## config.mk

```make
export PLATFORM = sky130hd
export DESIGN_NAME = seq_multiplier
export DESIGN_NICKNAME = d
export VERILOG_FILES = /design/src/rtl/seq_multiplier.sv
export SDC_FILE = /design/constraint.sdc
export NUM_CORES = 1
export LEC_CHECK = 0
export ABC_AREA = 0
export BUFFER_PORTS_ARGS = -buffer_cell sky130_fd_sc_hd__buf_2
export CAP_MARGIN = 5
export CELL_PAD_IN_SITES_DETAIL_PLACEMENT = 1
export CELL_PAD_IN_SITES_GLOBAL_PLACEMENT = 2
export CORE_ASPECT_RATIO = 0.7
export CORE_MARGIN = 2
export CORE_UTILIZATION = 39
export DETAILED_ROUTE_END_ITERATION = 8
export PLACE_DENSITY_LB_ADDON = 0.1
export SYNTH_ARGS = -nofsm -noshare
export SYNTH_HDL_FRONTEND = slang
export SYNTH_SLANG_ARGS = --single-unit
```

## constraint.sdc

```tcl
create_clock -name clk -period 3.9 [get_ports clk]
set_input_delay 0.39 -clock clk [delete_from_list [all_inputs] [get_ports clk]]
set_output_delay 0.39 -clock clk [all_outputs]
set_load 0.01 [all_outputs]
```

## src/rtl/seq_multiplier.sv

```systemverilog
// -----------------------------------------------------------------------------
// seq_multiplier
//
// Iterative radix-2 shift-add multiplier with an unsigned/signed mode select.
// A single 2*SIZE-bit adder is reused once per cycle. Signed operands are
// reduced to magnitudes when they are captured, and the sign is applied to
// the finished product.
//
// Parameters:
//   SIZE       operand width in bits (>= 2); the product is 2*SIZE bits
//
// Ports:
//   clk        in   1        rising-edge clock
//   reset_n    in   1        asynchronous active-low reset
//   start      in   1        multiply request, sampled only while busy = 0
//   is_signed  in   1        1 = two's-complement operands (captured with start)
//   a          in   SIZE     multiplicand (captured with start)
//   b          in   SIZE     multiplier (captured with start)
//   busy       out  1        high while a multiply is in progress
//   done       out  1        one-cycle pulse when c holds a new product
//   c          out  2*SIZE   product, held until the next completion
//
// Build option:
//   SEQ_MULT_EARLY_TERM_EN  when defined, the multiply finishes as soon as
//                           the remaining multiplier bits are all zero.
//                           Products are the same in both builds.
// -----------------------------------------------------------------------------
module seq_multiplier #(
    parameter int SIZE = 4
) (
    input  logic              clk,
    input  logic              reset_n,
    input  logic              start,
    input  logic              is_signed,
    input  logic [SIZE-1:0]   a,
    input  logic [SIZE-1:0]   b,
    output logic              busy,
    output logic              done,
    output logic [2*SIZE-1:0] c
);

    localparam int PW = 2 * SIZE;
    localparam int CW = $clog2(SIZE + 1);

    typedef enum logic [0:0] {
        IDLE = 1'b0,
        RUN  = 1'b1
    } state_t;

    // Magnitude of an operand; the most negative value maps to 2^(SIZE-1),
    // which still fits in SIZE unsigned bits.
    function automatic logic [SIZE-1:0] magnitude(input logic [SIZE-1:0] v,
                                                  input logic            sgn);
        logic [SIZE-1:0] m;
        if (sgn && v[SIZE-1]) begin
            m = ~v + {{(SIZE-1){1'b0}}, 1'b1};
        end else begin
            m = v;
        end
        return m;
    endfunction

    state_t          state_q, state_d;
    logic [PW-1:0]   mcand_q, mcand_d;
    logic [SIZE-1:0] mplier_q, mplier_d;
    logic [PW-1:0]   acc_q, acc_d;
    logic [CW-1:0]   cnt_q, cnt_d;
    logic            neg_q, neg_d;
    logic            busy_q, busy_d;
    logic            done_q, done_d;
    logic [PW-1:0]   c_q, c_d;

    logic [PW-1:0]   sum_s;
    logic [PW-1:0]   product_s;
    logic [SIZE-1:0] mplier_nx_s;
    logic            last_s;

    // Datapath for the current iteration: conditional add, shift and the
    // completion test.
    always_comb begin
        if (mplier_q[0]) begin
            sum_s = acc_q + mcand_q;
        end else begin
            sum_s = acc_q;
        end
        mplier_nx_s = mplier_q >> 1;
        // The sign is applied to the sum of the final iteration, so the
        // result is written on the same edge that performs the last add.
        if (neg_q) begin
            product_s = ~sum_s + {{(PW-1){1'b0}}, 1'b1};
        end else begin
            product_s = sum_s;
        end
`ifdef SEQ_MULT_EARLY_TERM_EN
        // Once the remaining multiplier bits are zero no further add can
        // change the accumulator.
        last_s = (cnt_q == CW'(SIZE - 1)) || (mplier_nx_s == {SIZE{1'b0}});
`else
        last_s = (cnt_q == CW'(SIZE - 1));
`endif
    end

    // Next-state and output logic for the IDLE/RUN controller.
    always_comb begin
        state_d  = state_q;
        mcand_d  = mcand_q;
        mplier_d = mplier_q;
        acc_d    = acc_q;
        cnt_d    = cnt_q;
        neg_d    = neg_q;
        busy_d   = busy_q;
        done_d   = 1'b0;
        c_d      = c_q;
        case (state_q)
            IDLE: begin
                if (start) begin
                    state_d  = RUN;
                    mcand_d  = {{SIZE{1'b0}}, magnitude(a, is_signed)};
                    mplier_d = magnitude(b, is_signed);
                    acc_d    = {PW{1'b0}};
                    cnt_d    = {CW{1'b0}};
                    neg_d    = is_signed & (a[SIZE-1] ^ b[SIZE-1]);
                    busy_d   = 1'b1;
                end else begin
                    busy_d   = 1'b0;
                end
            end
            RUN: begin
                acc_d    = sum_s;
                mcand_d  = mcand_q << 1;
                mplier_d = mplier_nx_s;
                cnt_d    = cnt_q + CW'(1);
                if (last_s) begin
                    state_d = IDLE;
                    busy_d  = 1'b0;
                    done_d  = 1'b1;
                    c_d     = product_s;
                end else begin
                    busy_d  = 1'b1;
                end
            end
            default: begin
                state_d = IDLE;
                busy_d  = 1'b0;
            end
        endcase
    end

    // State and datapath registers.
    always_ff @(posedge clk or negedge reset_n) begin
        if (!reset_n) begin
            state_q  <= IDLE;
            mcand_q  <= {PW{1'b0}};
            mplier_q <= {SIZE{1'b0}};
            acc_q    <= {PW{1'b0}};
            cnt_q    <= {CW{1'b0}};
            neg_q    <= 1'b0;
            busy_q   <= 1'b0;
            done_q   <= 1'b0;
            c_q      <= {PW{1'b0}};
        end else begin
            state_q  <= state_d;
            mcand_q  <= mcand_d;
            mplier_q <= mplier_d;
            acc_q    <= acc_d;
            cnt_q    <= cnt_d;
            neg_q    <= neg_d;
            busy_q   <= busy_d;
            done_q   <= done_d;
            c_q      <= c_d;
        end
    end

    assign busy = busy_q;
    assign done = done_q;
    assign c    = c_q;

endmodule
```

Word-level counts from Yosys, hierarchy flattened
Cells that the tools add are included.
{ "word_totals": {"reg_bits": 34, "word_cells": 42, "out_inout_bits": 10} }
{ "classes": {"n_addsub": 5, "n_eq_ne": 2, "reduce_logical": 4, "bitwise_logic": 6, "muxes": 17} }
{ "op_table": {"columns": ["cell", "count"], "rows": [
  ["$mux W8", 4],
  ["$pmux W8 S2", 2],
  ["$mux W4", 3],
  ["$add A4 B1 Y4 const B", 2],
  ["$add A8 B1 Y8 const B", 1],
  ["$add A8 B8 Y8", 1],
  ["$not A4 Y4", 2],
  ["$not A8 Y8", 1],
  ["$pmux W4 S2", 1],
  ["$pmux W3 S2", 1],
  ["$mux W1", 4],
  ["$reduce_and A2 Y1", 2],
  ["$add A3 B1 Y3 const B", 1],
  ["$eq A3 B2 Y1 const B", 1],
  ["$mux W3", 1],
  ["$logic_and A1 B1 Y1", 2],
  ["$ne A2 B2 Y1 const B", 1],
  ["$pmux W1 S2", 1],
  ["$and A1 B1 Y1", 1],
  ["$not A1 Y1", 1],
  ["$xor A1 B1 Y1", 1]
]} }

Depth between registers and ports, before layout
{ "depth": {"depth_word": 5, "depth_mapped": 9} }

Worst setup path before layout
OpenSTA, ideal clock, no wires.
{ "synth_timing": {"kind": "register to register", "from": "register mcand_q[0]", "to": "register c_q[7] (netlist: c[7])", "n_path_buf": 0, "path_slack_ps": 1588, "setup_time_ps": 127, "stages_incl_launch_ff": 10, "period_less_slack_ps": 2312, "required_time_ps": 3773, "arrival_time_ps": 2185, "path_cell_list": "dfrtp_1 -> ha_1 -> fa_1 -> a21oi_1 -> and4bb_1 -> nor3_2 -> nand3_2 -> o21ai_1 -> xor2_1 -> o21ai_1"} }
{ "synth_via": {"elab_chain_cells": 5} }
{ "synth_lines": {"columns": ["element", "line", "text"], "rows": [
  ["start, declared", "64", "logic [PW-1:0] mcand_q, mcand_d;"],
  ["start signal, assigned", "153", "mcand_q <= {PW{1'b0}};"],
  ["start signal, assigned", "163", "mcand_q <= mcand_d;"],
  ["$add A8 B8 Y8 *", "82", "sum_s = acc_q + mcand_q;"],
  ["$mux W8 *", "81", "if (mplier_q[0]) begin"],
  ["$not A8 Y8", "90", "product_s = ~sum_s + {{(PW-1){1'b0}}, 1'b1};"],
  ["$add A8 B1 Y8", "90", null],
  ["$mux W8 *", "89", "if (neg_q) begin"],
  ["end signal, assigned", "160", "c_q <= {PW{1'b0}};"],
  ["end, declared", "71", "logic [PW-1:0] c_q, c_d;"]
]} }
Mark *: on every way between the ends. The rest lies on a longest branch, timed or not.
A chain may end at the register's enable or synchronous reset.

Worst setup path in the final report
Same ends and word-level chain as after synthesis.

==> metrics <==
reg-to-reg slack, setup 1.30 ns; HPWL after DPL 3.95 mm; r2r endpoint c[7]; power share of the clock group 0.154; leading cell type in the layout, fill and taps excluded nand2_1; commonest cells after routing, fill and taps aside nand2_1, dfrtp_1, o21ai_0, buf_2, ha_1; Global Route Usage Sum 0.196; Tcrit/Tclk final 0.667; fmax 0.385 GHz; vias 1,751; vias in the first global route 1,785; P per Cell Area 768 mW/mm²; Max Buffers Root-to-Sink 2; Most common cell on crit path o21ai_1; sequential share of the synthesized area 0.410; die footprint 0.00593 mm²; skew final 0.00551 ns; HP Class input pin to asynchronous set/reset pin; net count after synthesis 248; worst hold slack 0.191 ns; cts bufs inserted 5; initial DRC count 71; max-cap viol count 0; CP Launch Type flop; final setup vio count 0; DRC viols 0; Final WS setup 1.30 ns; antenna violations before repair 0; min Tclk post-route 2.60 ns; Post-synth EDFFs 0; unrepaired setup endpoints after global routing false; Yosys Warn Count 0; core area 0.00517 mm²; Starting Density 0.401; Clock Latency Late Sink 0.28 ns; crit end category flop; final hold vios 0; I/O Pins 22; flops & latches, synth 34; setup_tns 0 ns; Lkg Pwr 1.09 nW; P_int 985 µW; ANT nets after route 0; post-synthesis cell count 223; clk root buf clkbuf_8; Worst-path clk slew 0.07 ns; port buffer count 21; WS Path Type flop to flop; Max FO, Critical Path 4; Net Sw Frac 0.444; CP Buf/Inv Count 0; Slowest cell on crit path fa_1; Placement Rows 22; Final Max Slew Viols 0; WL final 5.31 mm; fin nets 267; hold buffers post-CTS 0; GP Congestion 0.849; max incr delay on CP 0.44 ns; Distinct cells, synth 42; diode count 0; Vert. Die Dim 65.0 µm; Tightest Pin Transition 0.804 ns; critical path's top delay family simple AND/OR/NAND/NOR gates; share of post-route cells with drive strength above 1 0.169; DP Worst Slack 1.30 ns; combinational share of power 0.478; setup bufs post-CTS 0; Avg Vias per Cell 5.56; reg-to-reg startpoint mcand_q[0]; main flop type after synthesis dfrtp_1; largest net degree at the start of global routing 35; Slew HR 0.464; Register-to-Register Path Depth 9; worst path cell trace ha_1 -> fa_1 -> a21oi_1 -> and4bb_1 -> nor3_2 -> nand3_2 -> o21ai_1 -> xor2_1 -> o21ai_1; Die W 91.2 µm; data required time of the critical path 4.05 ns; post-DR wirelength/cell 16.9 µm; CTS Sinks 34; worst IR drop on VDD 0.000350 V; TritonCTS clock tree done; grt ovf 0; first-pass detailed-route iteration total 4; Mapped Avg Cell Area 9.30 µm²; H-Tree Depth 2; # resized after CTS 0; status completed; area delta synth->final 11.3%; Worst EP arrival 2.75 ns; Psw 788 µW; fraction of registers with async set/reset 1.00; sequential share of power 0.369; mapped cell area 0.00207 mm²; filler instances 616; global-route wire length before repair 9.08 mm
[power by group through the flow]
stage / combinational [mW] / clock, mW / sequential (mW)
floorplan: 0.685 / 0 / 0.589
global placement: 0.811 / 0 / 0.651
global route: 0.967 / 0.297 / 0.681
CTS: 0.857 / 0.282 / 0.657
finish: 0.847 / 0.272 / 0.654
detailed placement: 0.850 / 0 / 0.663
[final cells by class]
cell class | instances | area [µm²] | share of cell area
multi-input cells | 169 | 1120 | 0.486
flip-flops and latches | 34 | 851 | 0.369
repair buffers | 22 | 113 | 0.0488
well taps | 72 | 90.1 | 0.0390
clock buffers | 6 | 82.6 | 0.0358
inverters | 10 | 37.5 | 0.0163
clock inverters | 2 | 12.5 | 0.00542
[routing by layer]
| metal | up-vias | wire length (µm) | GRT usage |
|---|---|---|---|
| met5 | - | 0 | 0 |
| met4 | 0 | 45 | 0.0549 |
| met3 | 4 | 244 | 0.0384 |
| met2 | 34 | 2410 | 0.314 |
| met1 | 878 | 2600 | 0.273 |
| li1 | 835 | - | - |
[cell usage after synthesis, types with 3 or more instances]
library cell   n  area, µm²
nand3b_1       4       30.0
nor2_1         6       22.5
xnor2_1        6       52.6
clkbuf_1       6       22.5
o21ai_0       23        115
a21oi_1        7       35.0
a22o_1         4       35.0
dfrtp_1       34        851
mux2i_1        6       60.1
nand2_1       39        146
buf_6          3       33.8
o22ai_1        8       50.1
o21ai_1        5       25.0
ha_1          12        150
o31ai_1        3       22.5
nand2b_1       5       31.3
nand3_1       10       50.1
inv_1         10       37.5
xor2_1         3       26.3
[cell families after synthesis]
logic type	Yosys count	share of synthesized area
buffers and inverters	20	0.0489
XOR/XNOR	9	0.0380
AND/OR/NAND/NOR	78	0.198
AO/OA/AOI/OAI	63	0.194
flip-flops	34	0.410
adder cells (fa/ha/maj)	13	0.0820
multiplexers	6	0.0290
[metrics by stage]
step | cells | power, mW | util | area, µm²
after floorplan | 223 | 1.27 | - | 2070
after global placement | 307 | 1.46 | 0.428 | 2210
after detailed placement | 307 | 1.51 | 0.428 | 2210
after CTS | 315 | 1.80 | 0.446 | 2310
after global routing | 315 | 1.94 | 0.446 | 2310
final | 315 | 1.77 | 0.446 | 2310
[how the worst max path moves through the flow]
stage / from / end / slack (ns) / cells past startpoint
after floorplan: mcand_q[0] / c[7] / 1.59 / 9
after global placement: mcand_q[0] / c[7] / 1.41 / 9
after CTS: mcand_q[0] / c[7] / 1.28 / 9
after detailed placement: mcand_q[0] / c[7] / 1.30 / 9
final: mcand_q[0] / c[7] / 1.30 / 9
after global routing: mcand_q[0] / c[7] / 1.10 / 9
[registers in the layout, indices dropped and copies added (netlist names)]
signal,count
acc_q,8
busy,1
c,8
cnt_q,3
done,1
mcand_q,8
mplier_q,4
neg_q,1
Power figures use the tool's default switching activity.
